===== src/rtl/segment_frame_scheduler.sv =====
`default_nettype none
//==============================================================================
// Module  : segment_frame_scheduler
// Desc    : Per-frame sequencer for the LiDAR segment refiner: label-table clear,
//           voxel accumulation, pipeline drain and size-filtered cluster readout.
// Options : SEG_SCHED_ABORT_EN adds an 'abort' input that cancels a frame.
// Rev     : 1.0 - initial release
//==============================================================================
module segment_frame_scheduler #(
    parameter int CLEAR_DEPTH  = 32768,
    parameter int DRAIN_CYCLES = 3,
    parameter int IDX_W        = 12
) (
    input  logic              clk,
    input  logic              rst,
`ifdef SEG_SCHED_ABORT_EN
    input  logic              abort,
`endif
    input  logic              frame_start,
    input  logic [15:0]       min_size,
    input  logic              vox_valid,
    output logic              vox_ready,
    input  logic              vox_last,
    input  logic [14:0]       vox_label,
    input  logic [9:0]        vox_x,
    input  logic [9:0]        vox_y,
    input  logic [9:0]        vox_z,
    output logic              dp_valid,
    output logic [14:0]       dp_label,
    output logic [9:0]        dp_x,
    output logic [9:0]        dp_y,
    output logic [9:0]        dp_z,
    output logic              dp_clear_en,
    output logic [14:0]       dp_clear_addr,
    input  logic [12:0]       dp_used,
    output logic              dp_rd_en,
    output logic [IDX_W-1:0]  dp_rd_addr,
    input  logic [75:0]       dp_rd_data,
    output logic              rec_valid,
    input  logic              rec_ready,
    output logic [75:0]       rec_data,
    output logic [12:0]       cluster_count,
    output logic              busy,
    output logic              done
);

    localparam int                    c_DRAIN_W    = (DRAIN_CYCLES > 1) ? $clog2(DRAIN_CYCLES) : 1;
    localparam int                    c_USED_W     = IDX_W + 1;
    localparam logic [14:0]           c_CLEAR_LAST = 15'(CLEAR_DEPTH - 1);
    localparam logic [c_DRAIN_W-1:0]  c_DRAIN_LAST = c_DRAIN_W'(DRAIN_CYCLES - 1);
    localparam logic [c_USED_W-1:0]   c_USED_MAX   = c_USED_W'(1) << IDX_W;

    typedef enum logic [2:0] {
        S_IDLE     = 3'd0,
        S_CLEAR    = 3'd1,
        S_ACCUM    = 3'd2,
        S_DRAIN    = 3'd3,
        S_RD_ISSUE = 3'd4,
        S_RD_WAIT  = 3'd5,
        S_EMIT     = 3'd6,
        S_DONE     = 3'd7
    } state_t;

    state_t                 r_state;
    logic [15:0]            r_min_size;
    logic [c_DRAIN_W-1:0]   r_drain_cnt;
    logic [c_USED_W-1:0]    r_used;
    logic [c_USED_W-1:0]    r_ptr;

    logic                   w_abort;
    logic                   w_vox_hs;
    logic                   w_keep;
    logic                   w_advance;
    logic                   w_more;
    logic [c_USED_W-1:0]    w_ptr_next;
    logic [c_USED_W-1:0]    w_used_sat;

`ifdef SEG_SCHED_ABORT_EN
    assign w_abort = abort;
`else
    assign w_abort = 1'b0;
`endif

    assign w_vox_hs   = vox_valid && vox_ready;
    assign w_keep     = dp_rd_data[75:60] >= r_min_size;
    assign w_ptr_next = r_ptr + c_USED_W'(1);
    assign w_more     = w_ptr_next < r_used;
    // A read entry is finished either by rejection in RD_WAIT or by the record handshake.
    assign w_advance  = ((r_state == S_RD_WAIT) && !w_keep) ||
                        ((r_state == S_EMIT) && rec_ready);

    // The cluster memory holds at most 2^IDX_W entries; larger counts are clipped.
    always_comb begin
        w_used_sat = c_USED_W'(dp_used);
        if (int'(dp_used) > (1 << IDX_W)) begin
            w_used_sat = c_USED_MAX;
        end
    end

    always_ff @(posedge clk or posedge rst) begin
        if (rst) begin
            r_state       <= S_IDLE;
            r_min_size    <= 16'd0;
            r_drain_cnt   <= '0;
            r_used        <= '0;
            r_ptr         <= '0;
            vox_ready     <= 1'b0;
            dp_valid      <= 1'b0;
            dp_label      <= 15'd0;
            dp_x          <= 10'd0;
            dp_y          <= 10'd0;
            dp_z          <= 10'd0;
            dp_clear_en   <= 1'b0;
            dp_clear_addr <= 15'd0;
            dp_rd_en      <= 1'b0;
            dp_rd_addr    <= '0;
            rec_valid     <= 1'b0;
            rec_data      <= 76'd0;
            cluster_count <= 13'd0;
            busy          <= 1'b0;
            done          <= 1'b0;
        end else if (w_abort) begin
            // Cancel without a done pulse; cluster_count keeps its last value.
            r_state       <= S_IDLE;
            vox_ready     <= 1'b0;
            dp_valid      <= 1'b0;
            dp_clear_en   <= 1'b0;
            dp_clear_addr <= 15'd0;
            dp_rd_en      <= 1'b0;
            rec_valid     <= 1'b0;
            busy          <= 1'b0;
            done          <= 1'b0;
        end else begin
            dp_valid <= 1'b0;
            dp_rd_en <= 1'b0;
            done     <= 1'b0;

            case (r_state)
                S_IDLE: begin
                    if (frame_start) begin
                        r_min_size    <= min_size;
                        cluster_count <= 13'd0;
                        dp_clear_en   <= 1'b1;
                        dp_clear_addr <= 15'd0;
                        busy          <= 1'b1;
                        r_state       <= S_CLEAR;
                    end
                end

                S_CLEAR: begin
                    if (dp_clear_addr == c_CLEAR_LAST) begin
                        dp_clear_en   <= 1'b0;
                        dp_clear_addr <= 15'd0;
                        vox_ready     <= 1'b1;
                        r_state       <= S_ACCUM;
                    end else begin
                        dp_clear_addr <= dp_clear_addr + 15'd1;
                    end
                end

                S_ACCUM: begin
                    if (w_vox_hs) begin
                        dp_valid <= 1'b1;
                        dp_label <= vox_label;
                        dp_x     <= vox_x;
                        dp_y     <= vox_y;
                        dp_z     <= vox_z;
                        if (vox_last) begin
                            vox_ready   <= 1'b0;
                            r_drain_cnt <= '0;
                            r_state     <= S_DRAIN;
                        end
                    end
                end

                S_DRAIN: begin
                    if (r_drain_cnt == c_DRAIN_LAST) begin
                        r_used <= w_used_sat;
                        r_ptr  <= '0;
                        if (w_used_sat == '0) begin
                            done    <= 1'b1;
                            r_state <= S_DONE;
                        end else begin
                            dp_rd_en   <= 1'b1;
                            dp_rd_addr <= '0;
                            r_state    <= S_RD_ISSUE;
                        end
                    end else begin
                        r_drain_cnt <= r_drain_cnt + c_DRAIN_W'(1);
                    end
                end

                S_RD_ISSUE: begin
                    r_state <= S_RD_WAIT;
                end

                S_RD_WAIT: begin
                    if (w_keep) begin
                        rec_valid <= 1'b1;
                        rec_data  <= dp_rd_data;
                        r_state   <= S_EMIT;
                    end
                end

                S_EMIT: begin
                    if (rec_ready) begin
                        rec_valid     <= 1'b0;
                        cluster_count <= cluster_count + 13'd1;
                    end
                end

                S_DONE: begin
                    busy    <= 1'b0;
                    r_state <= S_IDLE;
                end

                default: begin
                    r_state <= S_IDLE;
                end
            endcase

            if (w_advance) begin
                r_ptr <= w_ptr_next;
                if (w_more) begin
                    dp_rd_en   <= 1'b1;
                    dp_rd_addr <= w_ptr_next[IDX_W-1:0];
                    r_state    <= S_RD_ISSUE;
                end else begin
                    done    <= 1'b1;
                    r_state <= S_DONE;
                end
            end
        end
    end

endmodule
`default_nettype wire


===== config.mk =====
export PLATFORM = sky130hd
export DESIGN_NAME = segment_frame_scheduler
export DESIGN_NICKNAME = d
export VERILOG_FILES = /design/src/rtl/segment_frame_scheduler.sv
export SDC_FILE = /design/constraint.sdc
export NUM_CORES = 1
export LEC_CHECK = 0
export ABC_CLOCK_PERIOD_IN_PS = 7700
export CORE_ASPECT_RATIO = 1.25
export CORE_MARGIN = 2
export CORE_UTILIZATION = 25
export CTS_CLUSTER_DIAMETER = 200
export DETAILED_ROUTE_END_ITERATION = 10
export PLACE_DENSITY_LB_ADDON = 0.2
export SETUP_SLACK_MARGIN = 0.15
export SLEW_MARGIN = 20
export SYNTH_ARGS = -nofsm -noshare
export SYNTH_HDL_FRONTEND = slang
export SYNTH_SLANG_ARGS = --single-unit

===== constraint.sdc =====
create_clock -name clk -period 7.7 [get_ports clk]
set_input_delay 1.54 -clock clk [delete_from_list [all_inputs] [get_ports clk]]
set_output_delay 1.54 -clock clk [all_outputs]
set_load 0.01 [all_outputs]

# --- Yosys cells after proc, flatten, opt, wreduce, memory -nomap -nowiden ---
# Index checks and enable logic that the tools add are counted.
word_totals:
  register_bits: 215
  input_bits: 156
  output_inout_bits: 168
  wordCells: 130
classes:
  n_addsub: 4
  order_cmp: 3
  eq_ne: 22
  muxes: 52
  reduce_logical: 29
op_table:
  columns: ["cell", "n"]
  rows:
  - ["$mux W13", 6]
  - ["$mux W12", 5]
  - ["$mux W15", 2]
  - ["$pmux W15 S2", 1]
  - ["$add A13 B1 Y13 const B", 2]
  - ["$pmux W13 S2", 1]
  - ["$mux W3", 7]
  - ["$pmux W3 S7", 1]
  - ["$mux W1", 19]
  - ["$ne A3 B3 Y1 const B", 6]
  - ["$ge A16 B16 Y1", 1]
  - ["$reduce_bool A2 Y1", 8]
  - ["$add A15 B1 Y15 const B", 1]
  - ["$eq A15 B15 Y1 const B", 1]
  - ["$ne A2 B2 Y1 const B", 7]
  - ["$reduce_and A2 Y1", 7]
  - ["$gt A13 B13 Y1 const B", 1]
  - ["$logic_not A13 Y1", 1]
  - ["$lt A13 B13 Y1", 1]
  - ["$eq A3 B3 Y1 const B", 4]
  - ["$mux W2", 5]
  - ["$reduce_and A3 Y1", 3]
  - ["$pmux W1 S2", 4]
  - ["$reduce_and A4 Y1", 2]
  - ["other kinds (11)", 14]

# --- Logic depth before layout (Yosys ltp) ---
# Gate-level depths: netlist (run 1).
depth:
  ltp_word: 8
  mapped_depth: 15
  ltp_nobuf: 13

# --- Worst setup path after synthesis (run 1) ---
# Ideal clock, no wire load.
synth_path:
  kind: "input to register"
  from: "input dp_rd_data[60]"
  to: "register rec_data[29]"
  setup_time_ns: 0.125
  arrival_ns: 3.264
  required_ns: 7.575
  setup_slack_ns: 4.311
  path_stages: 10
  path_buffers: 2
  cell_sequence: "inv_1 > ha_1 > nand2b_1 > a21oi_1 > o2111a_1 > o21ai_0 > nand3_1 > buf_2 > buf_2 > mux2_2"
synth_between:
  elab_chain_cells: 2
synth_rtl:
  columns: ["element", "line_no", "source"]
  rows:
  - ["start: declaration", "38", "input logic [75:0] dp_rd_data,"]
  - ["$ge A16 B16 Y1", "85", "assign w_keep = dp_rd_data[75:60] >= r_min_size;"]
  - ["$reduce_and A2 Y1 (no line)", null, null]
  - ["end signal: assignment", "200", "rec_data <= dp_rd_data;"]
  - ["end: declaration", "41", "output logic [75:0] rec_data,"]
# No other way between the ends.
# A chain may end at the register's enable or synchronous reset.

# --- Worst setup path in the final report (run 1) ---
layout_path:
  from: "input dp_rd_data[60]"
  to: "register rec_data[18]"
# Same word-level chain as after synthesis.

==> results of run 1 <==
## registers in the layout, summed over array words and instances, names as in the netlist
register,cells
dp_rd_addr,12
r_state,3
vox_ready,1
dp_label,15
dp_x,10
busy,1
dp_rd_en,1
rec_valid,1
dp_clear_en,1
dp_valid,1
r_ptr,13
done,1
dp_y,10
r_used,13
dp_clear_addr,15
r_drain_cnt,2
cluster_count,13
r_min_size,16
rec_data,76
dp_z,10
## layer usage
metal / part of all wire, % / up-vias
met5: 0 / -
met1: 39 / 3485
met3: 6.2 / 44
li1: - / 3423
met2: 52 / 199
met4: 3.2 / 0
## critical path: stages
cell and delay (ns):
clkdlybuf4s50_1 0.48, inv_1 0.05, ha_1 0.27, nand2b_1 0.14, a21oi_1 0.14, o2111a_1 0.21
o21ai_0 0.15, nand3_4 0.35, buf_4 0.67, mux2_2 0.42
## synthesized netlist by cell type, types with 2 or more instances
| library cell | count |
|---|---|
| a211oi_1 | 2 |
| a21o_1 | 4 |
| a21oi_1 | 18 |
| a221oi_1 | 2 |
| a22o_1 | 17 |
| and2_1 | 4 |
| and3_1 | 6 |
| buf_1 | 4 |
| buf_2 | 12 |
| clkbuf_1 | 15 |
| dfrtp_1 | 215 |
| ha_1 | 32 |
| inv_1 | 46 |
| mux2_2 | 124 |
| mux2i_1 | 12 |
| nand2_1 | 71 |
| nand2b_1 | 4 |
| nand3_1 | 23 |
| nand4_1 | 22 |
| nor2_1 | 31 |
| nor2b_1 | 4 |
| nor3_1 | 6 |
| nor4_1 | 4 |
| o21ai_0 | 46 |
| o21ai_1 | 2 |
| o22ai_1 | 4 |
| o31ai_1 | 3 |
| or3_1 | 4 |
| xnor2_1 | 10 |
| xor2_1 | 18 |
## stage by stage
stage | utilization [%] | setup WS [ns] | instance area [um2]
2_1_floorplan | - | 0.281 | 9460
3_3_place_gp | 35.6 | 3.06 | 13200
3_5_place_dp | 35.6 | 3.06 | 13200
4_1_cts | 38.0 | 3.62 | 14200
5_1_grt | 38.0 | 3.48 | 14200
6_report | 38.0 | 3.68 | 14200
## placed cells by master (no fill, tap or decap), types with 4 or more instances in the layout
cell type,n
ha_1,32
nor2b_1,4
clkbuf_1,6
dfrtp_1,215
nand4_1,22
nor3_1,5
nand3_1,22
clkbuf_16,27
o21ai_0,46
xor2_1,18
o22ai_1,4
and2_1,4
nand2b_1,4
a21oi_1,18
bufinv_16,4
and3_1,6
buf_4,7
mux2i_1,12
xnor2_1,10
nor2_1,30
clkdlybuf4s50_1,323
or3_1,4
mux2_2,124
nor4_1,4
inv_1,45
a22o_1,17
a21o_1,4
clkbuf_8,6
nand2_1,71
## power by group through the flow
stage               registers [mW]  clock network, mW  logic, mW
floorplan                     1.17                  0     0.0501
detailed placement            1.17                  0      0.154
finish                        1.15               1.32      0.151
global placement              1.17                  0      0.153
CTS                           1.15               1.37      0.155
global route                  1.15               1.42      0.168
## layout make-up
type | instances | share of cell area (%)
multi-input cells | 492 | 26.8
clock inverters | 7 | 0.997
well taps | 486 | 4.29
flip-flops and latches | 215 | 38.0
clock buffers | 39 | 5.51
diodes | 2 | 0.0353
inverters | 46 | 1.27
repair buffers | 330 | 23.2
## worst max-delay path by stage
stage	start	slack, ns	endpoint
after global placement	dp_rd_data[60]	3.06	rec_data[47]
after detailed placement	dp_rd_data[60]	3.06	rec_data[16]
after floorplan	rst	0.28	busy
after CTS	dp_rd_data[60]	3.62	rec_data[18]
final	dp_rd_data[60]	3.68	rec_data[18]
after global routing	r_ptr[0]	3.48	dp_rd_addr[4]
## logic make-up after synthesis
| group | Yosys count |
|---|---|
| multiplexers | 136 |
| AND/OR/NAND/NOR | 186 |
| AO/OA/AOI/OAI | 110 |
| adder cells (fa/ha/maj) | 32 |
| XOR/XNOR | 28 |
| flip-flops | 215 |
| buffers and inverters | 78 |
==> reports/metrics.cfg, run 1 <==
[placement]
portBuffers = 323
gp_congestion = 0.751
place_hpwl_um = 19300
place_inst = 1569

[power_and_ir_drop]
swShare_pct = 21.2
power_mw = 2.62
combPwrFrac_pct = 5.8
p_int_mw = 2.06
power.leakage_nw = 6.33
powerDensity_nw_per_um2 = 185
power.switching_mw = 0.553
ir_worst_vdd_mv = 0.134
clkPwrFrac_pct = 50.4
p_seq_share_pct = 43.8

[global_route]
grt_overflow = 0
met1_usage_pct = 15.3
met2_usage_pct = 23.9
antenna_found_initial = 2
grt.total_usage_pct = 13.3
grt_pass1_vias = 7254
grt_use_met3_pct = 2.76
grt_max_degree = 118
grt_pass1_wl_um = 41200
top_usage_layer = met2

[die]
start_util_pct = 25.4
dieArea_um2 = 39400
die_h_um = 222
rows = 79
coreArea_um2 = 37300
ios = 324
die_w_um = 178

[setup_path]
crit_arrival_ns = 4.43
worst_setup_path_end_kind = register
worstReg2RegStart = r_ptr[0]
r2r_slack_ns = 3.85
cp_max_fo = 53
timing.rr.end = dp_rd_addr[3]
r2r_cells = 12
path_class = in -> reg
cp-start-kind = input port
crit_required_ns = 8.11

[synthesis]
synthMuxAreaShare_pct = 16.0
synth_area_leaders = dfrtp_1, mux2_2, ha_1
yosys.area.top_type_share_pct = 56.9
synthArstFlopShare_pct = 100
yosys.area_share.adder_pct = 4.23
synth_compound_area_share_pct = 7.48
yosys.area_share.xor_xnor_pct = 2.59
synth_top_family_by_area = multiplexers
ys_warn_count = 0
synth_ff_type = dfrtp_1
syn_nets = 973
ys_ff_latch = 215
netlist_instances = 785
syn_avg_cell_area_um2 = 12.1
ys_seq_area_share_pct = 56.9
netlist-cell-type-count = 50
syn-cell-area_um2 = 9460
synth_top_area_cell = dfrtp_1
synthSimpleGateAreaFrac_pct = 9.51
synth_edf_count = 0

[detailed_routing]
firstDrtPassIters = 4
drt.antenna.violating_nets = 0
routed_wl_um = 26800
wl_per_cell_um = 16.5
viasPerCell = 4.42
dr.first_iter.drc_count = 280
vias = 7151
drc = 0

[min_path]
hold_path.class = reg -> reg
min_path_cells = 2
min_to = rec_valid
hp-start = rec_valid

[timing]
rsz0062_at_grt = false
max_slew_margin_pct = 37.2
clock-skew-final_ns = 0.0160
fin_crit_sh_pct = 52.2
max_freq_mhz = 249
setup_viol = 0
timing_hold_violations_final = 0
final_max_slew_viol_count = 0
tns_ns = 0
post-route-min-period_ns = 4.02
tightest_slew_ns = 0.942
whs_ns = 0.486

[clock_tree]
clk_pin_slew_ns = 0.06
ctsResizeCount = 0
cts_num_sinks = 215
cts_root_buf = clkbuf_16
clkLatencyLatePin_ns = 0.54
cts_tree = built
cts_setup_buffers = 0
hold_buffers = 0
clockBufferDepth = 3
cts_max_level = 1
numCtsBuffers = 26

[status]
status = complete, no violations

[cells_and_area]
fillers = 3711
final-instance-count-excl-fill = 1617
syn_to_final_growth_pct = 49.8
multi_input_comb_area_um2 = 3790
fin_nets = 1299
drive_above_1_share_pct = 16.1
seq_area_um2 = 5380

[flow_run]
cap_violations = 0

(Power assumes the default switching activity.)
==> inputs of run 2 (changes only) <==
ABC_CLOCK_PERIOD_IN_PS = 3700   (was 7700)
clock period = 3.7 ns   (was 7.7 ns; I/O delays follow)
==> run 2 against run 1 <==
  * Count of clock-buffer cells in the layout is the same
  * Non-clock buffer count grew 11
  * Setup slack lost 3.0 ns
  * Sequential power grew 110%
  * Worst hold slack gained 0.0010 ns
  * Global-route usage grew 0.076 points
  * Clock power grew 110%
  * Routed wire length is essentially flat
  * Combinational power grew 110%
  * Register-to-register slack lost 3.2 ns
  * Cell count grew 0.87%
  * Critical path depth grew 3
  * Critical endpoint is now dp_rd_addr[11]
==> reports/metrics.cfg, run 2 (synthesis results as in run 1) <==
[status]
status = complete, no violations

[clock_tree]
hold_buffers = 0
cts_setup_buffers = 0
cts_num_sinks = 215
cts_max_level = 1
cts_tree = built
clkLatencyLatePin_ns = 0.54
clk_pin_slew_ns = 0.06
clockBufferDepth = 3
numCtsBuffers = 26
cts_root_buf = clkbuf_16
ctsResizeCount = 0

[die]
dieArea_um2 = 39400
coreArea_um2 = 37300
die_h_um = 222
rows = 79
die_w_um = 178
start_util_pct = 25.4
ios = 324

[detailed_routing]
routed_wl_um = 26800
wl_per_cell_um = 16.4
viasPerCell = 4.39
vias = 7167
drt.antenna.violating_nets = 0
dr.first_iter.drc_count = 295
firstDrtPassIters = 4
drc = 0

[setup_path]
cp_num_cells = 13
worstReg2RegStart = r_ptr[0]
crit_family = compound AO/OA/AOI/OAI gates
startpoint = r_ptr[0]
crit_required_ns = 4.16
r2r_slack_ns = 0.69
cp_max_fo = 14
crit_end = dp_rd_addr[11]
path_class = reg -> reg
path_cells = ha_1 -> nand3_1 -> nor2_1 -> nand3_1 -> xnor2_1 -> ha_1 -> a21oi_1 -> o21ai_0 -> a21oi_1 -> o31a_1 -> a21boi_2 -> buf_12 -> mux2i_1
crit_arrival_ns = 3.48
r2r_cells = 13
worst_path_largest_cell_delay_ns = 0.45
cp-start-kind = register
worst_setup_path_end_kind = register
timing.rr.end = dp_rd_addr[11]
path_buf_inv = 1
slowest_stage = dfrtp_1

[global_route]
grt_overflow = 0
grt_use_met3_pct = 2.76
grt.total_usage_pct = 13.4
top_usage_layer = met2
antenna_found_initial = 3
grt_max_degree = 130
grt_pass1_vias = 7472
grt_pass1_wl_um = 41900
met1_usage_pct = 15.2
met2_usage_pct = 24.9

[timing]
tightest_slew_ns = 0.843
clock-skew-final_ns = 0.0165
final_max_slew_viol_count = 0
setup_viol = 0
max_freq_mhz = 332
whs_ns = 0.487
max_slew_margin_pct = 43.8
fin_crit_sh_pct = 81.5
post-route-min-period_ns = 3.01
tns_ns = 0
rsz0062_at_grt = false
timing_hold_violations_final = 0

[cells_and_area]
syn_to_final_growth_pct = 51.3
drive_above_1_share_pct = 17.1
top_register = rec_data
fillers = 3708
fin_nets = 1310
reg.largest.list = rec_data: 76 flops, r_min_size: 16 flops
final_common_cell = clkdlybuf4s50_1
largest_register_ffs = 76
layout_common_cells = clkdlybuf4s50_1, dfrtp_1, mux2_2

[min_path]
hp-start = rec_valid
hold_path.class = reg -> reg

[flow_run]
cap_violations = 0

[power_and_ir_drop]
power_mw = 5.43
clkPwrFrac_pct = 50.3
powerDensity_nw_per_um2 = 380
power.switching_mw = 1.14
combPwrFrac_pct = 5.9
ir_worst_vdd_mv = 0.302
swShare_pct = 21.0
p_seq_share_pct = 43.9
power.leakage_nw = 6.40
p_int_mw = 4.29

[placement]
portBuffers = 323
place_hpwl_um = 19300
gp_congestion = 0.729

run 2: changes by cell type in the layout (fill, tap and decap cells not counted):
cell        before  now
diode_2          2    3
buf_4            7   14
clkinvlp_4       0    1
inv_8            2    0
clkinv_2         2    5
buf_12           0    4
run 2: power groups by stage:
stage | Combinational (mW) | Clock [mW] | Sequential (mW)
finish | 0.318 | 2.73 | 2.38
global route | 0.358 | 2.94 | 2.38
CTS | 0.327 | 2.84 | 2.38
detailed placement | 0.325 | 0 | 2.43
global placement | 0.322 | 0 | 2.43
floorplan | 0.105 | 0 | 2.43
run 2: metrics by stage:
stage | instance area (um2) | util, % | std cells | setup WS (ns)
floorplan | 9470 | - | 785 | 0.162
global placement | 13400 | 35.9 | 1580 | 0.520
detailed placement | 13400 | 35.9 | 1580 | 0.509
CTS | 14300 | 38.4 | 1628 | 0.649
global route | 14300 | 38.4 | 1630 | 0.350
finish | 14300 | 38.4 | 1631 | 0.685
run 2: worst register-to-register path: cells and delay by family (launching register included):
| kind | cells | cell delay (ns) |
|---|---|---|
| fa+ha+maj | 2 | 0.59 |
| xor+xnor | 1 | 0.22 |
| buf+inv | 1 | 0.19 |
| flops | 1 | 0.45 |
| mux | 1 | 0.19 |
| compound gates | 5 | 0.74 |
| simple gates | 3 | 0.56 |
run 2: routing by layer:
layer	vias to the layer above	wire, um
met5	-	0
met4	0	565
met3	38	1660
met2	207	14300
met1	3489	10200
li1	3433	-
run 2: area by class of cell:
type                    count  area [um2]  share of cell area, %
flip-flops and latches    215        5380                   37.6
multi-input cells         492        3790                   26.5
clock buffers              39         781                   5.46
diodes                      3        7.51                 0.0525
clock inverters             9         145                   1.01
well taps                 486         608                   4.25
inverters                  46         176                   1.23
repair buffers            341        3420                   23.9
run 2: how the worst min path moves through the flow:
stage,cells after the start,endpoint
after floorplan,1,r_used[0]
after global placement,1,dp_clear_en
after detailed placement,2,rec_valid
after CTS,1,dp_clear_en
after global routing,1,dp_clear_en
final,2,rec_valid
